--- src/rtl/dual_issue_scheduler.sv ---
// Two-wide issue stage: buffers one fetched pair and issues both lanes, lane 1 only, or a load-use bubble.
// Optional statistics counters (split_cnt, bubble_cnt) are built when SCHED_STATS_EN is defined.
module dual_issue_scheduler #(
  parameter int INST_W = 32,
  parameter int CNT_W  = 16
) (
  input  logic              clk,
  input  logic              rst,
  input  logic              in_valid,
  output logic              in_ready,
  input  logic [INST_W-1:0] inst1,
  input  logic [INST_W-1:0] inst2,
  input  logic              ex_ready,
  input  logic              flush,
  output logic              issue_valid1,
  output logic [INST_W-1:0] issue_inst1,
  output logic              issue_valid2,
  output logic [INST_W-1:0] issue_inst2,
  output logic              stall
`ifdef SCHED_STATS_EN
  ,
  output logic [CNT_W-1:0]  split_cnt,
  output logic [CNT_W-1:0]  bubble_cnt
`endif
);

  localparam logic [6:0] OP_LOAD   = 7'b0000011;
  localparam logic [6:0] OP_STORE  = 7'b0100011;
  localparam logic [6:0] OP_RTYPE  = 7'b0110011;
  localparam logic [6:0] OP_ITYPE  = 7'b0010011;
  localparam logic [6:0] OP_BRANCH = 7'b1100011;

  typedef enum logic [1:0] {EMPTY, PAIR, SPLIT} state_t;

  // x0 is never a hazard source, so a zero register never matches.
  function automatic logic reads_reg(input logic [INST_W-1:0] i, input logic [4:0] r);
    reads_reg = 1'b0;
    if (r != 5'd0) begin
      case (i[6:0])
        OP_RTYPE, OP_STORE, OP_BRANCH: reads_reg = (i[19:15] == r) || (i[24:20] == r);
        OP_LOAD, OP_ITYPE:             reads_reg = (i[19:15] == r);
        default:                       reads_reg = 1'b0;
      endcase
    end
  endfunction

  function automatic logic writes_rd(input logic [INST_W-1:0] i);
    writes_rd = (i[6:0] == OP_LOAD) || (i[6:0] == OP_RTYPE) || (i[6:0] == OP_ITYPE);
  endfunction

  function automatic logic is_mem(input logic [INST_W-1:0] i);
    is_mem = (i[6:0] == OP_LOAD) || (i[6:0] == OP_STORE);
  endfunction

  state_t            state, state_n;
  logic [INST_W-1:0] slot1, slot2, head;
  logic [4:0]        last_ld_rd, ld_rd_n;
  logic              last_ld_v, ld_v_n;
  logic              active, load_use, split_pair, drains, accept;

  always_ff @(posedge clk) begin
    if (rst) begin
      state      <= EMPTY;
      slot1      <= '0;
      slot2      <= '0;
      last_ld_rd <= 5'd0;
      last_ld_v  <= 1'b0;
    end else begin
      state      <= state_n;
      last_ld_rd <= ld_rd_n;
      last_ld_v  <= ld_v_n;
      if (accept) begin
        slot1 <= inst1;
        slot2 <= inst2;
      end
    end
  end

  // Issue decision; outputs are held steady while ex_ready is low.
  always_comb begin
    head       = (state == SPLIT) ? slot2 : slot1;
    active     = !rst && !flush;
    load_use   = (state != EMPTY) && last_ld_v && reads_reg(head, last_ld_rd);
    split_pair = (writes_rd(slot1) && reads_reg(slot2, slot1[11:7]))
              || (writes_rd(slot1) && writes_rd(slot2) && (slot1[11:7] == slot2[11:7])
                  && (slot1[11:7] != 5'd0))
              || (is_mem(slot1) && is_mem(slot2))
              || (slot1[6:0] == OP_BRANCH);

    issue_valid1 = active && (state != EMPTY) && !load_use;
    issue_valid2 = active && (state == PAIR) && !load_use && !split_pair;
    issue_inst1  = issue_valid1 ? head : '0;
    issue_inst2  = issue_valid2 ? slot2 : '0;
    stall        = active && ex_ready && load_use;
    drains       = ex_ready && issue_valid1 && ((state == SPLIT) || issue_valid2);
    in_ready     = active && ((state == EMPTY) || drains);
    accept       = in_valid && in_ready;

    state_n = state;
    ld_v_n  = last_ld_v;
    ld_rd_n = last_ld_rd;
    if (flush) begin
      state_n = EMPTY;
      ld_v_n  = 1'b0;
    end else if (ex_ready && (state != EMPTY)) begin
      ld_v_n = 1'b0;
      if (!load_use) begin
        state_n = (state == PAIR && split_pair) ? SPLIT : EMPTY;
        if (head[6:0] == OP_LOAD) begin
          ld_v_n  = 1'b1;
          ld_rd_n = head[11:7];
        end else if (issue_valid2 && (slot2[6:0] == OP_LOAD)) begin
          ld_v_n  = 1'b1;
          ld_rd_n = slot2[11:7];
        end
      end
    end
    if (accept) state_n = PAIR;
  end

`ifdef SCHED_STATS_EN
  logic split_evt;
  assign split_evt = issue_valid1 && ex_ready && (state == PAIR) && split_pair;

  always_ff @(posedge clk) begin
    if (rst) begin
      split_cnt  <= '0;
      bubble_cnt <= '0;
    end else begin
      if (split_evt && (split_cnt != '1)) split_cnt <= split_cnt + CNT_W'(1);
      if (stall && (bubble_cnt != '1)) bubble_cnt <= bubble_cnt + CNT_W'(1);
    end
  end
`else
  logic [CNT_W-1:0] unused_stats;
  assign unused_stats = '0;
`endif

endmodule

--- config.mk ---
export PLATFORM = sky130hd
export DESIGN_NAME = dual_issue_scheduler
export DESIGN_NICKNAME = d
export VERILOG_FILES = /design/src/rtl/dual_issue_scheduler.sv
export SDC_FILE = /design/constraint.sdc
export NUM_CORES = 1
export LEC_CHECK = 0
export CORE_ASPECT_RATIO = 0.75
export CORE_MARGIN = 1
export CORE_UTILIZATION = 35
export CTS_BUF_LIST = sky130_fd_sc_hd__clkbuf_8
export DETAILED_ROUTE_END_ITERATION = 8
export GPL_TIMING_DRIVEN = 0
export HOLD_SLACK_MARGIN = 0.02
export PLACE_DENSITY = 0.67
export SETUP_SLACK_MARGIN = 0.4
export SYNTH_ARGS = -nofsm -noshare
export SYNTH_HDL_FRONTEND = slang
export SYNTH_SLANG_ARGS = --single-unit
--- constraint.sdc ---
create_clock -name clk -period 7.15 [get_ports clk]
set_clock_uncertainty 0.1 [all_clocks]
set_input_delay 0.715 -clock clk [delete_from_list [all_inputs] [get_ports clk]]
set_output_delay 0.715 -clock clk [all_outputs]
set_load 0.1 [all_outputs]
# Yosys cells after proc, flatten, opt, wreduce, memory -nomap -nowiden
# Cells that the tools add are included.
# W data, S select, Z words.
# totals
romBits	0
ramBits	0
register_bits	72
latch_bits	0
n_memories	0
in_bits	69
# op_classes
magnitude_cmp	0
n_addsub	0
bitwise_logic	2
n_div	0
n_shift	0
eq_ne	23
multipliers	0
n_mux	17
reduce_logical	54
# ops
op	n
$mux W32	3
$eq A7 B6 Y1 const B	6
$eq A5 B5 Y1	5
$logic_and A1 B1 Y1	22
$eq A7 B2 Y1 const B	3
$eq A7 B5 Y1 const B	3
$eq A7 B7 Y1 const B	3
$logic_or A1 B1 Y1	13
$mux W5	2
$reduce_bool A5 Y1	2
$mux W1	9
$reduce_or A3 Y1	3
$reduce_or A2 Y1	3
$logic_not A1 Y1	4
$pmux W1 S2	2
$reduce_and A2 Y1	2
$reduce_and A4 Y1	1
$reduce_bool A2 Y1	2
$ne A3 B2 Y1 const B	1
$reduce_bool A3 Y1	1
$eq A2 B1 Y1 const B	1
$eq A2 B2 Y1 const B	1
$logic_not A2 Y1	1
$mux W2	1
$not A1 Y1	2

# Longest topological paths before layout
# depth
word_depth	18
ltp_mapped	13

# Least setup slack after synthesis
# No wires, ideal clock.
# synth_path
path_kind	input -> output
from	input port rst
to	output port issue_inst2[22]
path_buffers	3
setup_slack_ps	2324
required_time_ps	6335
arrival_ps	4011
stages	7
cell_sequence	buf_6 or2_2 dlygate4sd1_1 or4b_4 nor2_1 clkbuf_1 and2_1
# synth_between
elab_chain_cells	6
# synth_rtl
element	line	text
start, declared	8	input logic rst,
$logic_not A1 Y1	82	active = !rst && !flush;
$logic_and A1 B1 Y1	82	
$logic_and A1 B1 Y1 (3 in a row)	91	issue_valid2 = active && (state == PAIR) && !load_use && !split_pair;
via issue_valid2	17	output logic issue_valid2,
$mux W32	93	issue_inst2 = issue_valid2 ? slot2 : '0;
end, declared	18	output logic [INST_W-1:0] issue_inst2,
# The timed path passes the listed nets, and every way through them passes these cells.

# Worst setup path in the final report
# layout_path
from	input port flush
to	output port issue_inst2[22]
# layout_between
elab_chain_cells	6
# layout_rtl
element	line	text
start, declared	14	input logic flush,
$logic_not A1 Y1	82	
$logic_and A1 B1 Y1	82	
$logic_and A1 B1 Y1 (3 in a row)	91	
$mux W32	93	
# No other way between the ends.

==> results_dict.tcl <==
set metrics [dict create \
    p_leak_nw 2.016 \
    rsz0062_at_grt "false" \
    crit_path_start_kind "input pin" \
    syn-cell-area_um2 4523 \
    drive_gt1_share_pct 7.995 \
    post_dp_cell_area_um2 6082 \
    critPathCaptureType "output pin" \
    ys.flop_type "dfxtp_1" \
    p_sw_share_pct 26.18 \
    comb_power_share_pct 14.1 \
    crit_required_ns 6.34 \
    relSlewSlack_pct 30.78 \
    clock_sinks 72 \
    clk_latency_ns 0.37 \
    wl_per_cell_um 18.01 \
    seq_area_frac_synth_pct 31.87 \
    final_max_slew_viol_count 0 \
    synth_cell_type_count 52 \
    power.switching_mw 0.2554 \
    syn_area_per_cell_um2 7.705 \
    synthCells 587 \
    ctsHtreeMaxLevel 3 \
    layout.nets 802 \
    met3_usage_pct 4.726 \
    dpl.hpwl_mm 12.10 \
    routed_wl_mm 16.28 \
    drt_iter0_markers 415 \
    cts.repair.resized 0 \
    grt_pass1_wl_mm 25.70 \
    crit_arrival_ns 4.71 \
    vias_per_cell 5.522 \
    dieArea_um2 13390 \
    drt_first_pass_iters 5 \
    fmax_ghz 0.1809 \
    top_usage_layer "met2" \
    use_met2_pct 38.78 \
    rows 35 \
    status "finished clean" \
    drv_cap 0 \
    clock_path_buffers 2 \
    hold_start "slot1[28]$_SDFFE_PP0P_" \
    internal_power_mw 0.7202 \
    grt_max_degree 14 \
    die_w_um 133.3 \
    area_growth_pct 40.06 \
    placed_cells 888 \
    seqPwrFrac_pct 43.6 \
    final-hold-violation-count 0 \
    clock_power_share_pct 42.2 \
    cts_hold_buffers 0 \
    cts.clk_slew.worst_paths_ns 0.08 \
    synthArstFlopShare_pct 0 \
    setup_tns_ns 0 \
    layout_min_cycle_time_ns 5.527 \
    grt_pass1_vias 4740 \
    place_congestion 0.8794 \
    crit_start "flush" \
    fin_util_pct 50.94 \
    die_y_um 100.5 \
    synth-edff-count 0 \
    hold_ws_ns 0.3720 \
    crit_fanout 10 \
    diodes 0 \
    hold_class "register to register" \
    post-cts-setup-buffer-count 0 \
    setup_viol 0 \
    syn_nets 656 \
    cts_tree "done" \
    overflow 0 \
    fin_area_um2 6335 \
    worstMarginPinSlew_ns 1.030 \
    ir_worst_vdd_mv 0.09382 \
    fin_cells 904 \
    io_pins 137 \
    period_share_pct 77.29 \
    worstSetupPathType "input pin to output pin" \
    start_util_pct 36.37 \
    drc 0 \
    met1_usage_pct 35.07 \
    vias 4992 \
    antenna_found_initial 0 \
    ctsRootBufferMaster "clkbuf_8" \
    ys_seq_elements 72 \
    cts_buffers 9 \
    coreArea_um2 12440 \
    ant_nets 0 \
    yosys_warnings 0 \
    rr_startpoint "state[1]$_SDFFE_PP0P_" \
    grt_usage_pct 24.86 \
    p_per_area_nw_per_um2 154.0 \
    port-buffer-count 135 \
]
through the flow:
step / power (mW) / setup slack, ns
4_1_cts: 0.9783 / 1.640
6_report: 0.9756 / 1.623
2_1_floorplan: 0.5039 / 2.324
5_1_grt: 1.009 / 1.529
3_5_place_dp: 0.5710 / 1.655
3_3_place_gp: 0.5682 / 1.685
layout make-up:
class / count / area (um2)
well taps: 166 / 207.7
multi-input cells: 448 / 2688
fillers: 1225 / 6102
clock buffers: 10 / 137.6
plain buffers: 66 / 390.4
inverters: 1 / 3.754
repair buffers: 135 / 1351
flip-flops and latches: 72 / 1441
clock inverters: 6 / 115.1
worst paths after layout:
path              slack (ns)  cells past startpoint                     end
setup / recovery        1.62                      8         issue_inst2[22]
hold / removal          0.37                      2  slot1[28]$_SDFFE_PP0P_
hold reg to reg         0.37                      2  slot1[28]$_SDFFE_PP0P_
setup reg to reg        3.89                     11   slot2[5]$_SDFFE_PP0P_
worst max-delay path, stage by stage:
cell and delay, ns:
clkdlybuf4s50_1 0.53, or2_2 0.33, dlygate4sd1_1 0.31, or4b_4 0.59, nor2_1 0.44, clkbuf_1 0.42
and2_1 0.23, clkdlybuf4s50_1 1.14
per-layer routing:
layer / wire length [um] / part of all wire [%] / vias up
li1: - / - / 2395
met1: 7856 / 48 / 2353
met2: 6974 / 43 / 229
met3: 1215 / 7.5 / 15
met4: 231 / 1.4 / 0
met5: 0 / 0 / -
sequential cells by signal, summed over array words and instances (netlist names):
signal	cells
state	2
last_ld_v	1
last_ld_rd	5
slot1	32
slot2	32
synth_stat cells (all sizes together) (10+ instances only):
library cell,instances,share of area (%)
a21oi,96,11
dfxtp,72,32
nand3,67,7.4
o211ai,66,11
nand2,64,5.3
and2,35,4.8
clkbuf,34,3.3
buf,31,5.2
nor2,21,1.7
xnor2,14,2.7
xor2,11,2.1
mux2i,10,2.2
kinds of logic (layout without fill, tap and decap cells):
group                  count (synthesis)  after routing  synth area share (%)
multiplexers                          10             10                 2.213
buffers and inverters                 67            218                 8.714
AO/OA/AOI/OAI                        185            185                 25.81
AND/OR/NAND/NOR                      228            228                 26.56
XOR/XNOR                              25             25                 4.841
flip-flops                            72             72                 31.87
power by group through the flow:
| stage | Clock [mW] | Sequential [mW] | Combinational, mW |
|---|---|---|---|
| global placement | 0 | 0.435 | 0.134 |
| CTS | 0.416 | 0.425 | 0.137 |
| finish | 0.412 | 0.426 | 0.138 |
| global route | 0.433 | 0.427 | 0.149 |
| floorplan | 0 | 0.430 | 0.0743 |
| detailed placement | 0 | 0.435 | 0.136 |
cells in the final DEF (no fill, tap or decap), types with 2 or more instances in the layout:
cell             instances
buf_4                    3
nand2_1                 64
o21ai_0                  5
xor2_1                  11
and3b_1                  2
nor3_1                   3
xnor2_1                 14
a31oi_1                  2
and2_1                  35
or2b_1                   2
buf_2                   13
mux2i_1                 10
o211ai_1                66
nor2b_1                  4
or4_1                    3
o2111ai_1                2
nor4_2                   2
nand3_1                 67
clkbuf_1                32
nand2b_1                 6
bufinv_16                3
nor4_1                   3
a211oi_1                 8
dfxtp_1                 72
clkbuf_8                12
buf_6                   12
clkdlybuf4s50_1        135
buf_1                    3
nor2_1                  21
a21oi_1                 96
No activity file was read; power rests on OpenSTA's default activity.
